===== src/rtl/mem_lsu_stage.sv =====
// MEM stage with a byte-serial load/store engine on an 8-bit RAM port.
// ALU results pass straight through; memory ops stall until the access ends.
module mem_lsu_stage #(
  parameter int XLEN       = 32,
  parameter int REG_ADDR_W = 5,
  parameter int MEM_ADDR_W = 32
) (
  input  logic                  clk,
  input  logic                  rst,
  input  logic [REG_ADDR_W-1:0] wd_i,
  input  logic                  wreg_i,
  input  logic [XLEN-1:0]       wdata_i,
  input  logic                  mem_en_i,
  input  logic                  mem_we_i,
  input  logic [2:0]            mem_op_i,
  input  logic [MEM_ADDR_W-1:0] mem_addr_i,
  input  logic [XLEN-1:0]       mem_sdata_i,
  output logic [REG_ADDR_W-1:0] wd_o,
  output logic                  wreg_o,
  output logic [XLEN-1:0]       wdata_o,
  output logic                  stall_req_o,
  output logic                  mem_err_o,
  output logic                  ram_req_o,
  output logic                  ram_we_o,
  output logic [MEM_ADDR_W-1:0] ram_addr_o,
  output logic [7:0]            ram_wdata_o,
  input  logic [7:0]            ram_rdata_i,
  input  logic                  ram_ack_i
);

  localparam int NB = XLEN / 8;
  localparam int CW = $clog2(NB + 1);

  typedef enum logic [1:0] {IDLE, XFER, DONE} state_t;

  state_t                state, state_nx;
  logic [CW-1:0]         cnt, beats;
  logic [2:0]            op_q;
  logic                  we_q;
  logic [MEM_ADDR_W-1:0] addr_q;
  logic [XLEN-1:0]       sdata_q, buf_q, ext;
  logic [7:0]            wbyte;
  logic                  legal, last;

  assign legal = mem_op_i inside {3'd0, 3'd1, 3'd2, 3'd4, 3'd5};
  assign last  = (cnt == beats - CW'(1));

  always_comb begin
    beats = CW'(NB);
    unique case (1'b1)
      (op_q[1:0] == 2'd0): beats = CW'(1);
      (op_q[1:0] == 2'd1): beats = CW'(2);
      default:             beats = CW'(NB);
    endcase
  end

  always_comb begin
    wbyte = '0;
    for (int i = 0; i < NB; i++)
      if (cnt == CW'(i)) wbyte = sdata_q[i*8 +: 8];
  end

  always_comb begin
    ext = buf_q;
    unique case (1'b1)
      (op_q == 3'd0): ext = {{(XLEN-8){buf_q[7]}}, buf_q[7:0]};
      (op_q == 3'd1): ext = {{(XLEN-16){buf_q[15]}}, buf_q[15:0]};
      (op_q == 3'd4): ext = {{(XLEN-8){1'b0}}, buf_q[7:0]};
      (op_q == 3'd5): ext = {{(XLEN-16){1'b0}}, buf_q[15:0]};
      default:        ext = buf_q;
    endcase
  end

  always_ff @(posedge clk or negedge rst) begin
    if (!rst) begin
      state   <= IDLE;
      cnt     <= '0;
      op_q    <= '0;
      we_q    <= 1'b0;
      addr_q  <= '0;
      sdata_q <= '0;
      buf_q   <= '0;
    end else begin
      state <= state_nx;
      if (state == IDLE && mem_en_i && legal) begin
        cnt     <= '0;
        op_q    <= mem_op_i;
        we_q    <= mem_we_i;
        addr_q  <= mem_addr_i;
        sdata_q <= mem_sdata_i;
        buf_q   <= '0;
      end else if (state == XFER && ram_ack_i) begin
        cnt <= cnt + CW'(1);
        if (!we_q)
          for (int i = 0; i < NB; i++)
            if (cnt == CW'(i)) buf_q[i*8 +: 8] <= ram_rdata_i;
      end
    end
  end

  always_comb begin
    state_nx    = state;
    wd_o        = wd_i;
    wreg_o      = wreg_i;
    wdata_o     = wdata_i;
    stall_req_o = 1'b0;
    mem_err_o   = 1'b0;
    ram_req_o   = 1'b0;
    ram_we_o    = 1'b0;
    ram_addr_o  = '0;
    ram_wdata_o = '0;
    unique case (state)
      IDLE: begin
        if (mem_en_i) begin
          wreg_o = 1'b0;
          if (legal) begin
            stall_req_o = 1'b1;
            state_nx    = XFER;
          end else begin
            mem_err_o = 1'b1;
          end
        end
      end
      XFER: begin
        stall_req_o = 1'b1;
        wreg_o      = 1'b0;
        ram_req_o   = 1'b1;
        ram_we_o    = we_q;
        ram_addr_o  = addr_q + MEM_ADDR_W'(cnt);
        ram_wdata_o = wbyte;
        if (ram_ack_i && last) state_nx = DONE;
      end
      DONE: begin
        if (!we_q) wdata_o = ext;
        state_nx = IDLE;
      end
      default: state_nx = IDLE;
    endcase
    // outputs collapse to zero the moment reset asserts, even mid-access
    if (!rst) begin
      state_nx    = IDLE;
      wd_o        = '0;
      wreg_o      = 1'b0;
      wdata_o     = '0;
      stall_req_o = 1'b0;
      mem_err_o   = 1'b0;
      ram_req_o   = 1'b0;
      ram_we_o    = 1'b0;
      ram_addr_o  = '0;
      ram_wdata_o = '0;
    end
  end

endmodule


===== config.mk =====
export PLATFORM = sky130hd
export DESIGN_NAME = mem_lsu_stage
export DESIGN_NICKNAME = d
export VERILOG_FILES = /design/src/rtl/mem_lsu_stage.sv
export SDC_FILE = /design/constraint.sdc
export NUM_CORES = 1
export LEC_CHECK = 0
export BUFFER_PORTS_ARGS = -buffer_cell sky130_fd_sc_hd__buf_4
export CAP_MARGIN = 15
export CORE_ASPECT_RATIO = 2
export CORE_UTILIZATION = 55
export CTS_BUF_LIST = sky130_fd_sc_hd__clkbuf_4 sky130_fd_sc_hd__clkbuf_8 sky130_fd_sc_hd__clkbuf_16
export DETAILED_ROUTE_END_ITERATION = 8
export PLACE_DENSITY = 0.94
export SETUP_SLACK_MARGIN = 0.1
export SLEW_MARGIN = 0
export SYNTH_ARGS = -nofsm -noshare
export SYNTH_HDL_FRONTEND = slang
export SYNTH_SLANG_ARGS = --single-unit

===== constraint.sdc =====
create_clock -name clk -period 3.9 [get_ports clk]
set_input_delay 0 -clock clk [delete_from_list [all_inputs] [get_ports clk]]
set_output_delay 0 -clock clk [all_outputs]
set_load 0.02 [all_outputs]

==> results of run 1 <==
[flip-flops by register name, summed over array words and instances, names as in the netlist]
register / cells
we_q: 1
op_q: 3
sdata_q: 32
cnt: 3
addr_q: 32
state: 2
buf_q: 32
[worst max-delay path, delay by kind of cell, from the launching register on]
family / cells / cell delay [ns]
and+or+nand+nor: 3 / 1.08
adders and majority gates: 2 / 0.59
DFF: 1 / 0.46
AOI/OAI and AO/OA: 2 / 0.43
buffers and inverters: 2 / 0.24
[cells in the final DEF (no fill, tap or decap), types with 8 or more instances in the layout]
cell,count
and2_1,10
nand2b_1,18
dlygate4sd3_1,70
nand2_1,298
nor3_1,9
a21boi_0,24
a22oi_1,16
buf_4,204
dfrtp_1,105
xnor2_1,18
o21ai_0,60
inv_1,11
a21oi_1,21
clkbuf_16,9
nand3_1,27
nor2_1,48
ha_1,8
[path summary, 6_finish.rpt]
| check | startpoint | end | slack (ns) | cells after the start |
|---|---|---|---|---|
| max reg2reg | state[0] | buf_q[6] | 1.40 | 5 |
| min in group asynchronous | rst | cnt[2] | 0.40 | 3 |
| min | ram_rdata_i[7] | buf_q[23] | 0.04 | 3 |
| min reg2reg | buf_q[19] | buf_q[19] | 0.48 | 2 |
| max | cnt[0] | ram_addr_o[28] | 0.76 | 9 |
| max in group asynchronous | rst | buf_q[30] | 2.18 | 4 |
[power groups by stage]
stage                     sequential (mW)  combinational (mW)  clock (mW)
after CTS                            1.57                1.08       0.884
after floorplan                      1.51               0.702           0
after global routing                 1.62                1.23       0.933
final                                1.59                1.12       0.882
after global placement               1.57               0.979           0
after detailed placement             1.59                1.02           0
[cells by family (layout without fill, tap and decap cells)]
kind of cell | after synthesis | count (layout) | synth area share
buffers and inverters | 57 | 301 | 0.03990
and+or+nand+nor | 448 | 448 | 0.3257
DFF | 105 | 105 | 0.4433
muxes | 2 | 2 | 0.003378
adders and majority gates | 9 | 9 | 0.02027
AOI/OAI and AO/OA | 130 | 130 | 0.1319
xor gates and xnor gates | 24 | 24 | 0.03547
[layout make-up]
| type | instances | area (um2) | share of cell area |
|---|---|---|---|
| multi-input combinational | 613 | 3072 | 0.3639 |
| sequential | 105 | 2628 | 0.3112 |
| timing repair buffer | 274 | 2232 | 0.2644 |
| clock buffer | 13 | 274.0 | 0.03246 |
| tap | 137 | 171.4 | 0.02031 |
| inverter | 11 | 41.29 | 0.004891 |
| clock inverter | 3 | 23.77 | 0.002816 |
[per-layer routing]
layer	global-route usage	up-vias
met4	0.2278	0
met3	0.05946	94
met5	0	-
met1	0.3748	3027
met2	0.6232	352
li1	-	3015
[what timing repair did]
item	CTS	global route
hold buffers	70	0
setup endpoints to repair	0	0
endpoints found under the hold margin	127	0
[through the flow]
step                total power, mW  cell area, um2
global placement              2.550            7443
global route                  3.782            8442
CTS                           3.538            8442
detailed placement            2.605            7443
finish                        3.588            8442
floorplan                     2.214            5927
==> flow_summary.yaml, run 1 <==
drt:
  met3_length_um: 1201
  viasPerCell: 5.612
  vias: 6488
  drc: 0
  antenna_left: 0
  top_layer_used: "met4"
  drt-met1-wl_um: 6653
  firstDrtPassIters: 9
  drt_iter0_drc: 481
  wl_um: 19330
  wire_per_inst_um: 16.72
  wl_met2_um: 10260
worst_setup_path:
  critical_path_class: "flip-flop to output pin"
  slowest_delay_ns: 0.49
  crit_chain: "ha_1 > inv_1 > fa_1 > nor2b_1 > o2111ai_1 > or4_4 > or3_1 > a21oi_1 > buf_4"
  slowest_stage: "or4_4"
  end_kind: "output pin"
  crit_fanout: 6
  crit_path_start_kind: "flip-flop"
  cp_data_required_time_ns: 3.90
  worstPathArrival_ns: 3.14
placement:
  hpwlAfterDp_um: 12210
  io_buffers: 199
  dp.cells: 1070
  pre_cts_ws_ns: 1.193
  gp_congestion: 0.8993
layout:
  finish.net_count: 1141
  synthToLayoutAreaGrowth_pct: 42.43
  fin_util: 0.8057
  fin_cells: 1156
  fill_cells: 694
  antenna_cells: 0
  drive_gt1_frac: 0.2257
clock_tree:
  postCtsSetupRepairBufs: 0
  cts_tree: "built"
  numCtsBuffers: 9
  htreeDepth: 3
  clk-insertion-delay-late_ns: 0.34
  cts_sinks: 105
  root_buffer: "clkbuf_16"
  cts.path.max_buffers: 2
  cts_resized: 0
  clk_pin_slew_ns: 0.07
synthesis:
  synth_area_per_cell_um2: 7.648
  yosysTopAreaCellShare: 0.4433
  ys_warn_count: 0
  yosysSeqAreaShare: 0.4433
  syn_nets: 902
  synth_edf_count: 0
  synthTopCellsByArea: "dfrtp_1, nand2_1, o21ai_0"
  ys_top_cells_by_count: "nand2_1, dfrtp_1, o21ai_0, nor2_1, clkbuf_1"
  synth_top_area_cell: "dfrtp_1"
  ys.flop_type: "dfrtp_1"
  synth_cell_types: 46
  ys_ff_latch: 105
  syn_area_mm2: 0.005927
  synth_most_common_cell: "nand2_1"
  synthArstFlopShare: 1.000
  netlist_instances: 775
die:
  ios: 200
  dieArea_mm2: 0.01122
  core_area_mm2: 0.01048
  core.rowCount: 53
  dieHeight_um: 148.8
  die_width_um: 75.41
  start_util: 0.5657
grt:
  grt.total_usage: 0.3549
  antenna_found_initial: 0
  grt_pass1_wl_um: 29910
  first_global_vias: 6419
  gr-total-overflow: 0
  grt_max_degree: 86
timing:
  finalCritPeriodShare: 0.8054
  min_period_ns: 3.141
  worstMarginPinSlew_ns: 1.149
  clock_skew_ns: 0.004343
  slew_headroom: 0.2340
  max_freq_mhz: 318.4
  timing.hold.ws_ns: 0.03666
  finalMaxSlewViolations: 0
  rsz0062_at_grt: "no"
  setup_violations: 0
  fin_ws_ns: 0.7590
  setup_tns_ns: 0
  hold_violations: 0
run:
  cap_violations: 0
pwr:
  power_leakage_nw: 4.155
  swShare: 0.3546
  pwr-share-clk: 0.246
  switchingPower_mw: 1.272
  ir_worst_vdd_mv: 0.3691
  power_frac_seq: 0.443
  p_comb_frac: 0.311
  power_density_mw_per_mm2: 425.0
  internal_power_mw: 2.316
hold_path:
  hp-class: "primary input to flip-flop"
run_status:
  outcome: "completed"
(Power assumes the default switching activity.)
==> run 2, diff against run 1 <==
Settings changed: ABC_AREA set to 1, CORE_UTILIZATION 55 to 52, PLACE_DENSITY 0.94 to 0.89.
Clock period 3.9 ns to 3 ns, I/O delays scaled along.
==> flow_summary.yaml, run 2 <==
worst_setup_path:
  end_kind: "output pin"
  crit_chain: "ha_1 > inv_1 > fa_1 > inv_1 > nand2_1 > nand2_1 > nand2_1 > nor2_1 > nand2_1 > nand2_1 > nand3_1 > nor2_1 > buf_4"
  critical_path_class: "flip-flop to output pin"
  path_common_cell: "nand2_1"
  slowest_stage: "dfrtp_1"
  crit_fanout: 5
  cp_data_required_time_ns: 3.00
  slowest_delay_ns: 0.43
  reg2reg_depth: 7
  worstPathArrival_ns: 2.68
  crit_path_start_kind: "flip-flop"
  crit_buf_inv: 3
  path_delay_family: "simple AND/OR/NAND/NOR gates"
  crit_cells: 13
synthesis:
  synth_compound_area_frac: 0.1597
  synthArstFlopShare: 1.000
  syn_area_mm2: 0.006300
  ys_top_cells_by_count: "nand2_1, dfrtp_1, nor2_1, o21ai_0, a21oi_1"
  synthMuxAreaShare: 0
  synthAdderAreaFrac: 0.01907
  ys_ff_latch: 105
  synth_top_family_by_area: "simple AND/OR/NAND/NOR gates"
  yosysSeqAreaShare: 0.4171
  synth_edf_count: 0
  synth_area_per_cell_um2: 6.946
  netlist_instances: 907
  syn_nets: 1034
  synthSimpleGateAreaFrac: 0.3241
  synth_most_common_cell: "nand2_1"
  ys.flop_type: "dfrtp_1"
  synth_cell_types: 36
  synth_xor_xnor_area_share: 0.001390
  ys_warn_count: 0
  yosysTopAreaCellShare: 0.4171
  synthTopCellsByArea: "dfrtp_1, nand2_1, o21ai_0"
  synth_top_area_cell: "dfrtp_1"
timing:
  hold_violations: 0
  max_freq_mhz: 373.1
  worstMarginPinSlew_ns: 0.6968
  clock_skew_ns: 0.008564
  setup_violations: 0
  setup_tns_ns: 0
  slew_headroom: 0.5355
  finalCritPeriodShare: 0.8935
  timing.hold.ws_ns: 0.03813
  rsz0062_at_grt: "no"
  min_period_ns: 2.680
  finalMaxSlewViolations: 0
clock_tree:
  cts_sinks: 105
  numCtsBuffers: 9
  cts_hold_buf: 70
  htreeDepth: 3
  postCtsSetupRepairBufs: 0
  root_buffer: "clkbuf_16"
  cts.path.max_buffers: 2
  cts_resized: 0
  cts_tree: "built"
  clk_pin_slew_ns: 0.07
  clk-insertion-delay-late_ns: 0.36
drt:
  wire_per_inst_um: 15.37
  vias: 7075
  drt_iter0_drc: 434
  drc: 0
  viasPerCell: 5.417
  wl_um: 20070
  antenna_left: 0
  firstDrtPassIters: 5
grt:
  gr-total-overflow: 0
  grt-busiest-layer: "met2"
  gr-usage-met2: 0.5767
  antenna_found_initial: 0
  grt_pass1_wl_um: 31380
  grt_max_degree: 144
  met3_usage: 0.04323
  use_met1: 0.3540
  first_global_vias: 6704
  grt.total_usage: 0.3259
die:
  ios: 200
  core_area_mm2: 0.01177
  dieArea_mm2: 0.01259
  start_util: 0.5352
  die_width_um: 79.83
  core.rowCount: 56
  dieHeight_um: 157.7
run_status:
  outcome: "completed"
layout:
  largest_registers: "addr_q (32), buf_q (32), sdata_q (32)"
  finish.net_count: 1282
  final_common_cell: "nand2_1"
  finalInstanceArea_mm2: 0.008840
  final_cell_mix: "nand2_1, buf_4, dfrtp_1, nor2_1, o21ai_0"
  fill_cells: 892
  drive_gt1_frac: 0.2198
  synthToLayoutAreaGrowth_pct: 40.32
hold_path:
  hp-class: "primary input to flip-flop"
  worstHoldPathCells: 3
run:
  cap_violations: 0
placement:
  io_buffers: 199
  gp_congestion: 0.9359
  hpwlAfterDp_um: 13530
  place_area_mm2: 0.007839
pwr:
  ir_worst_vdd_mv: 0.4540
  power_density_mw_per_mm2: 537.5
  finalPower_mw: 4.751
  power_leakage_nw: 4.494
==> run 2: cell count changes after synthesis, moves of 9 or more <==
cell,delta
xnor2_1,-18
nand2b_1,-18
buf_2,+20
nand2_1,+20
a22oi_1,-16
a21oi_1,+55
clkbuf_1,-30
inv_1,+61
o21ai_0,+17
a21boi_0,-23
nand3_1,+16
o21ai_2,+9
nor2_1,+46
==> run 2: where the power goes <==
| group | internal [mW] | switching, mW | total (mW) |
|---|---|---|---|
| combinational | 0.613 | 0.959 | 1.57 |
| sequential | 1.75 | 0.259 | 2.01 |
| clock | 0.602 | 0.566 | 1.17 |
| total | 2.97 | 1.78 | 4.75 |
==> run 2: metrics by stage <==
stage,utilization,std cells,worst slack (ns)
finish,0.7510,1306,0.3195
global route,0.7507,1305,0.1027
CTS,0.7507,1305,0.3279
detailed placement,0.6659,1219,0.7152
global placement,0.6659,1219,0.8005
floorplan,-,907,1.033
==> run 2: cells by family after synthesis <==
kind of cell | after synthesis
AO/OA/AOI/OAI | 186
AND/OR/NAND/NOR | 490
XOR/XNOR | 1
buffers and inverters | 116
flip-flops | 105
adder cells (fa/ha/maj) | 9
==> run 2: worst paths after layout <==
| kind | startpoint | endpoint | slack [ns] |
|---|---|---|---|
| max | cnt[0] | ram_addr_o[28] | 0.32 |
| max reg2reg | state[1] | buf_q[25] | 0.90 |
| max in group asynchronous | rst | addr_q[8] | 2.16 |
| min | ram_rdata_i[7] | buf_q[31] | 0.04 |
| min reg2reg | buf_q[30] | buf_q[30] | 0.48 |
| min in group asynchronous | rst | buf_q[5] | 0.30 |
==> run 2: cell type report <==
type                    count  area, um2  share of cell area
multi-input cells         686       3177              0.3594
well taps                 145      181.4             0.02052
repair buffers            274       2257              0.2553
flip-flops and latches    105       2628              0.2972
clock inverters             6      58.81            0.006653
diodes                      1      2.502           0.0002831
clock buffers              10      239.0             0.02703
inverters                  79      296.5             0.03355
==> run 2: per-layer routing <==
layer  vias to the layer above  wire [um]
met3                        84       1252
li1                       3414          -
met2                       331      10370
met5                         -          0
met4                         0       1173
met1                      3246       7274
==> run 2: worst reg2reg max path, cell delays in order, from the launching register on <==
cell     delay [ns]
dfrtp_1        0.41
inv_1          0.12
nand4_4        0.11
buf_4          0.54
nand2_1        0.12
inv_1          0.48
nand2_1        0.16
o21ai_2        0.08
